**config.mk**
```make
export PLATFORM = sky130hd
export DESIGN_NAME = mux_serializer
export DESIGN_NICKNAME = d
export VERILOG_FILES = /design/src/rtl/mux_serializer_pkg.sv /design/src/rtl/decoder.sv /design/src/rtl/multiplexer.sv /design/src/rtl/mux_serializer.sv
export SDC_FILE = /design/constraint.sdc
export NUM_CORES = 1
export LEC_CHECK = 0
export CORE_AREA = 2 2 39 41
export CTS_CLUSTER_DIAMETER = 120
export CTS_CLUSTER_SIZE = 24
export DETAILED_ROUTE_END_ITERATION = 10
export DIE_AREA = 0 0 41 43
export PLACE_DENSITY_LB_ADDON = 0.25
export SLEW_MARGIN = 30
export SYNTH_ARGS = -nofsm -noshare
export SYNTH_HDL_FRONTEND = slang
export SYNTH_SLANG_ARGS = --single-unit
```
**constraint.sdc**
```tcl
create_clock -name clk -period 2.7 [get_ports clk]
set_input_delay 0.81 -clock clk [delete_from_list [all_inputs] [get_ports clk]]
set_output_delay 0.81 -clock clk [all_outputs]
set_load 0.05 [all_outputs]
```
**src/rtl/mux_serializer_pkg.sv**
```systemverilog
// Shared definitions for the parallel-to-serial sequencer: FSM encoding and
// selector start/end positions derived from the bit order.
package mux_serializer_pkg;

  typedef enum logic {
    ST_IDLE = 1'b0,
    ST_SEND = 1'b1
  } state_t;

  function automatic logic [1:0] first_sel(input bit lsb_first);
    return lsb_first ? 2'd0 : 2'd3;
  endfunction

  function automatic logic [1:0] last_sel(input bit lsb_first);
    return lsb_first ? 2'd3 : 2'd0;
  endfunction

endpackage

```
**src/rtl/decoder.sv**
```systemverilog
// 2-to-4 one-hot decoder used as the select stage of the 4:1 multiplexer.
module decoder (
  input  logic [1:0] A,
  output logic [3:0] Y
);

  always_comb begin
    Y = 4'b0001 << A;
  end

endmodule

```
**src/rtl/multiplexer.sv**
```systemverilog
// Combinational 4:1 multiplexer built as a one-hot decode followed by AND-OR.
module multiplexer (
  input  logic [3:0] I,
  input  logic [1:0] S,
  output logic       Y
);

  logic [3:0] w_dec;

  decoder u_dec (
    .A(S),
    .Y(w_dec)
  );

  assign Y = |(I & w_dec);

endmodule

```
**src/rtl/mux_serializer.sv**
```systemverilog
// Parallel-to-serial sequencer: latches a 4-bit word and walks the mux
// selector through all four positions, holding each bit for BIT_CYCLES clocks.
module mux_serializer
  import mux_serializer_pkg::*;
#(
  parameter bit LSB_FIRST  = 1'b1,
  parameter int BIT_CYCLES = 1
) (
  input  logic       clk,
  input  logic       rst,
  input  logic [3:0] D_IN,
  input  logic       LOAD,
  output logic       READY,
  output logic [1:0] S,
  output logic       Y_OUT,
  output logic       BIT_VALID,
  output logic       DONE
);

  localparam int              HW        = (BIT_CYCLES > 2) ? $clog2(BIT_CYCLES) : 1;
  localparam logic [HW-1:0]   HOLD_LAST = HW'(BIT_CYCLES - 1);
  localparam logic [1:0]      SEL_FIRST = first_sel(LSB_FIRST);
  // Stepping by 3 mod 4 is a decrement, so both directions share one adder.
  localparam logic [1:0]      SEL_STEP  = LSB_FIRST ? 2'd1 : 2'd3;

  state_t          r_state;
  state_t          w_state_nxt;
  logic [3:0]      r_word;
  logic [1:0]      r_sel;
  logic [1:0]      r_bit_cnt;
  logic [HW-1:0]   r_hold_cnt;
  logic            r_done;

  logic            w_mux_y;
  logic            w_hold_end;
  logic            w_word_end;

  multiplexer u_mux (
    .I(r_word),
    .S(r_sel),
    .Y(w_mux_y)
  );

  assign w_hold_end = (r_hold_cnt == HOLD_LAST);
  assign w_word_end = (r_state == ST_SEND) && w_hold_end && (r_bit_cnt == 2'd3);

  always_ff @(posedge clk) begin
    if (rst) begin
      r_state <= ST_IDLE;
    end else begin
      r_state <= w_state_nxt;
    end
  end

  always_comb begin
    w_state_nxt = r_state;
    READY       = 1'b0;
    BIT_VALID   = 1'b0;
    Y_OUT       = 1'b0;
    case (r_state)
      ST_IDLE: begin
        READY = 1'b1;
        if (LOAD) begin
          w_state_nxt = ST_SEND;
        end
      end
      ST_SEND: begin
        BIT_VALID = 1'b1;
        Y_OUT     = w_mux_y;
        if (w_word_end) begin
          w_state_nxt = ST_IDLE;
        end
      end
      default: w_state_nxt = ST_IDLE;
    endcase
  end

  always_ff @(posedge clk) begin
    if (rst) begin
      r_word     <= 4'b0000;
      r_sel      <= SEL_FIRST;
      r_bit_cnt  <= 2'd0;
      r_hold_cnt <= '0;
      r_done     <= 1'b0;
    end else begin
      r_done <= w_word_end;
      if (r_state == ST_IDLE) begin
        if (LOAD) begin
          r_word     <= D_IN;
          r_sel      <= SEL_FIRST;
          r_bit_cnt  <= 2'd0;
          r_hold_cnt <= '0;
        end
      end else if (w_hold_end) begin
        // After the fourth step the selector is back at SEL_FIRST for idle.
        r_hold_cnt <= '0;
        r_sel      <= r_sel + SEL_STEP;
        r_bit_cnt  <= r_bit_cnt + 2'd1;
      end else begin
        r_hold_cnt <= r_hold_cnt + HW'(1);
      end
    end
  end

  assign S    = r_sel;
  assign DONE = r_done;

endmodule

```
# == After elaboration in Yosys (flattened, before gate mapping) ==
# Index checks and enable logic that the tools add are counted.
# totals
inputBits,7
ram_bits,0
reg_bits,11
latch_bits,0
mem_count,0
word_cells,35
out_inout_bits,6
rom_bits,0
# op_classes
mux,14
div_mod_pow,0
bitwise,3
magnitude_cmp,0
reduce_logical,6
n_eq_ne,2
shift,1
n_mul,0
n_addsub,3
# op_table
operator,n
2-bit 2-to-1 mux,5
1-bit 2-to-1 mux,8
2-bit by 1-bit adder with 2-bit output (second input constant),2
4-bit bitwise AND,1
2-bit AND reduction,2
4-bit OR reduction,1
1-bit by 2-bit << shifter with 4-bit output (first input constant),1
2-bit equality test (second input constant),1
1-bit logical AND,2
2-bit != test (second input constant),1
1-bit NOT,2
1-bit one-hot mux with 2 select lines,1
2-bit nonzero test,1
1-bit adder (second input constant),1

# == Depth between registers and ports, before layout ==
# depth
depth_word,5
mapped_depth,5
mapped_depth_nobuf,4

# == Hierarchy ==
# From an unflattened synthesis, not the netlist that was laid out.
# unflattened
cells_unflattened,47
hier_area_um2,442.9
# by_module_without_submodules
module,seq_area_each_um2,n_inst,cells_per_inst,area_each_um2
mux_serializer,200.2,1,40,397.9
decoder,0.0,1,4,26.3
multiplexer,0.0,1,3,18.8

# == Least setup slack after synthesis ==
# No wires, ideal clock.
# synth_timing
path_kind,flip-flop to output port
from,reg r_state
to,out Y_OUT
t_required_ns,1.890
n_path_buf,1
setup_slack_ns,-0.009
arrival_time_ns,1.899
path_stages_with_launch,4
cell_sequence,dfxtp_1 > buf_6 > inv_1 > a21oi_1
# synth_via
elab_chain_cells,1
# synth_lines
element,line,text
from (decl),mux_serializer.sv:26,state_t r_state;
from (signal assigned),mux_serializer.sv:51,r_state <= w_state_nxt;
1-bit 2-to-1 mux,mux_serializer.sv:60,case (r_state)
to (decl),mux_serializer.sv:15,"output logic Y_OUT,"
# No other way between the ends.

# == Final worst setup path ==
# layout_timing
from,"reg r_sel[0], in the netlist S[0]"
to,out Y_OUT
# layout_via
elab_chain_cells,4
# layout_lines
element,line,text
from (decl),mux_serializer.sv:29,logic [1:0] r_sel;
from (signal assigned),mux_serializer.sv:97,r_sel <= r_sel + SEL_STEP;
1-bit by 2-bit << shifter with 4-bit output,decoder.sv:8,Y = 4'b0001 << A;
4-bit bitwise AND,multiplexer.sv:15,assign Y = |(I & w_dec);
4-bit OR reduction,multiplexer.sv:15,
1-bit 2-to-1 mux,mux_serializer.sv:60,
# No other way between the ends.

==> impl_metrics.json <==
{
  "yosysSeqAreaShare": 0.426,
  "wl_um": 831,
  "portBuffers": 12,
  "worstPathArrival_ns": 1.69,
  "post_synth.cell_area_avg_sq_um": 9.80,
  "syn_to_final_growth_pct": 34.0,
  "cts_buffer_depth": 2,
  "rsz0062_at_grt": "false",
  "yosys.area.top_type": "dfxtp_1",
  "track_usage": 0.116,
  "row_count": 14,
  "cts-root-buf": "clkbuf_4",
  "cp_max_fo": 5,
  "design.die.area_sq_um": 1760,
  "vias_per_cell": 4.73,
  "initial_utilization": 0.340,
  "setup_viol": 0,
  "antennaDiodeCount": 0,
  "antenna_found_initial": 0,
  "overflow": 0,
  "die_y_um": 43,
  "p_leak_nw": 0.264,
  "ctsResizeCount": 1,
  "wl_per_cell_um": 10.7,
  "synth-edff-count": 0,
  "power_frac_clock": 0.377,
  "crit_type": "register to output pin",
  "cts.sinks": 10,
  "finalMaxSlewViolations": 0,
  "htreeDepth": 1,
  "relSlewSlack": 0.669,
  "hold_viol": 0,
  "synthCells": 48,
  "status": "finished clean",
  "final_cell_area_sq_um": 631,
  "clock_skew_ns": 0.000460,
  "comb_power_share": 0.182,
  "ios": 13,
  "cts_tree": "done",
  "max_freq_ghz": 0.401,
  "grt_pass1_vias": 320,
  "tightestPinTransition_ns": 0.495,
  "fin_ws_ns": 0.205,
  "grt_pass1_wl_mm": 1.35,
  "ys.warnings.count": 0,
  "swShare": 0.272,
  "finalNetCount": 75,
  "dieWidth_um": 41,
  "place_area_sq_um": 596,
  "drt_iter0_drc": 3,
  "synthTopCellsByCount": "dfxtp_1 (10), nor2_1 (10), mux2i_1 (6), ha_1 (5)",
  "core_area_sq_um": 1380,
  "clk_latency_ns": 0.27,
  "synth_top_area_frac": 0.426,
  "drc_errors": 0,
  "seqPwrFrac": 0.440,
  "place_ws_ns": 0.210,
  "dr_total_vias": 369,
  "grt_max_degree": 11,
  "hp-class": "register to register",
  "p_sw_mw": 0.0997,
  "p_int_mw": 0.267,
  "cp.required_ns": 1.89,
  "ir_drop_uv": 255,
  "maxCapViolCount": 0,
  "cts_buffers": 3,
  "gp_congestion": 0.716,
  "syn_area_sq_um": 470,
  "cts_setup_buffers": 0,
  "synth_seq_cells": 10,
  "ys_top_cells_by_area": "dfxtp_1 (43%), ha_1 (13%), mux2i_1 (13%), nor2_1 (8.0%), buf_6 (4.8%)",
  "synthArstFlopShare": 0,
  "ys_types": 12,
  "startpoint_type": "register",
  "synth-main-ff-cell": "dfxtp_1",
  "power.total_mw": 0.366,
  "fillers": 144,
  "powerDensity_nw_per_um2": 581,
  "dr.pass1.iters": 2,
  "syn_nets": 60,
  "holdBufCountCts": 0,
  "finalSetupTns_ns": 0,
  "min_period_ns": 2.50,
  "hpwl_um": 612,
  "final_util": 0.456,
  "drtAntennaViolNets": 0,
  "clk_pin_slew_ns": 0.07,
  "critPathCaptureType": "output pin",
  "period_share": 0.924,
  "drive_gt1_frac": 0.113
}
-- worst max-delay path, cell delays in order (launching register included) --
cell	delay (ns)
dfxtp_1	0.43
inv_1	0.09
ha_1	0.20
a22oi_1	0.19
a21oi_2	0.08
dlygate4sd2_1	0.42
-- layout by cell type (no fill, tap or decap) --
master,n
a21oi_2,1
nor3b_1,2
nor2b_4,1
ha_1,5
dfxtp_1,10
clkdlybuf4s50_1,11
buf_4,1
mux2i_1,6
clkbuf_8,1
dlygate4sd2_1,1
nor2_1,10
clkbuf_4,3
inv_1,4
a22oi_1,2
a21oi_1,3
nor3_1,1
-- cell type report --
type,instances,area [sq um],share of cell area
Multi-Input combinational cell,31,233,0.369
Sequential cell,10,200,0.317
Timing Repair Buffer,13,126,0.200
Clock buffer,4,36.3,0.0575
Tap cell,16,20.0,0.0317
Inverter,4,15.0,0.0238
-- registers in the layout, indices dropped and copies added (netlist names) --
name       flops
DONE           1
S              2
r_bit_cnt      2
r_state        1
r_word         4
-- metrics by stage --
| stage | instances | hold WS (ns) |
|---|---|---|
| 2_1_floorplan | 48 | 0.461 |
| 3_3_place_gp | 74 | 0.491 |
| 3_5_place_dp | 74 | 0.488 |
| 4_1_cts | 78 | 0.506 |
| 5_1_grt | 78 | 0.530 |
| 6_report | 78 | 0.507 |
-- path summary, 6_finish.rpt --
path	slack (ns)	to	cells after the start	start
worst min-delay path	0.51	r_word[0]$_SDFFE_PP0P_	2	r_word[0]$_SDFFE_PP0P_
worst max-delay path	0.20	Y_OUT	5	S[0]$_SDFFE_PP0P_
worst max register to register	1.59	S[1]$_SDFFE_PP0P_	4	S[0]$_SDFFE_PP0P_
worst min register to register	0.51	r_word[0]$_SDFFE_PP0P_	2	r_word[0]$_SDFFE_PP0P_
-- cell families after synthesis --
| group | synth area share |
|---|---|
| simple gates | 0.152 |
| flops | 0.426 |
| buf+inv | 0.0877 |
| compound gates | 0.0745 |
| mux | 0.128 |
| fa+ha+maj | 0.133 |
-- power by group through the flow --
stage	logic, mW	registers (mW)	clock network [mW]
6_report	0.0668	0.161	0.138
5_1_grt	0.0729	0.163	0.150
4_1_cts	0.0676	0.161	0.143
3_5_place_dp	0.0678	0.165	0
3_3_place_gp	0.0672	0.165	0
2_1_floorplan	0.0383	0.174	0
-- per-layer routing --
layer	wire length, um	track usage	vias to the layer above	share of wire
li1	-	-	188	-
met1	419	0.163	167	0.50
met2	353	0.147	10	0.42
met3	30	0.0157	4	0.036
met4	28	0.100	0	0.034
met5	0	0	-	0
No activity file was read; power rests on OpenSTA's default activity.
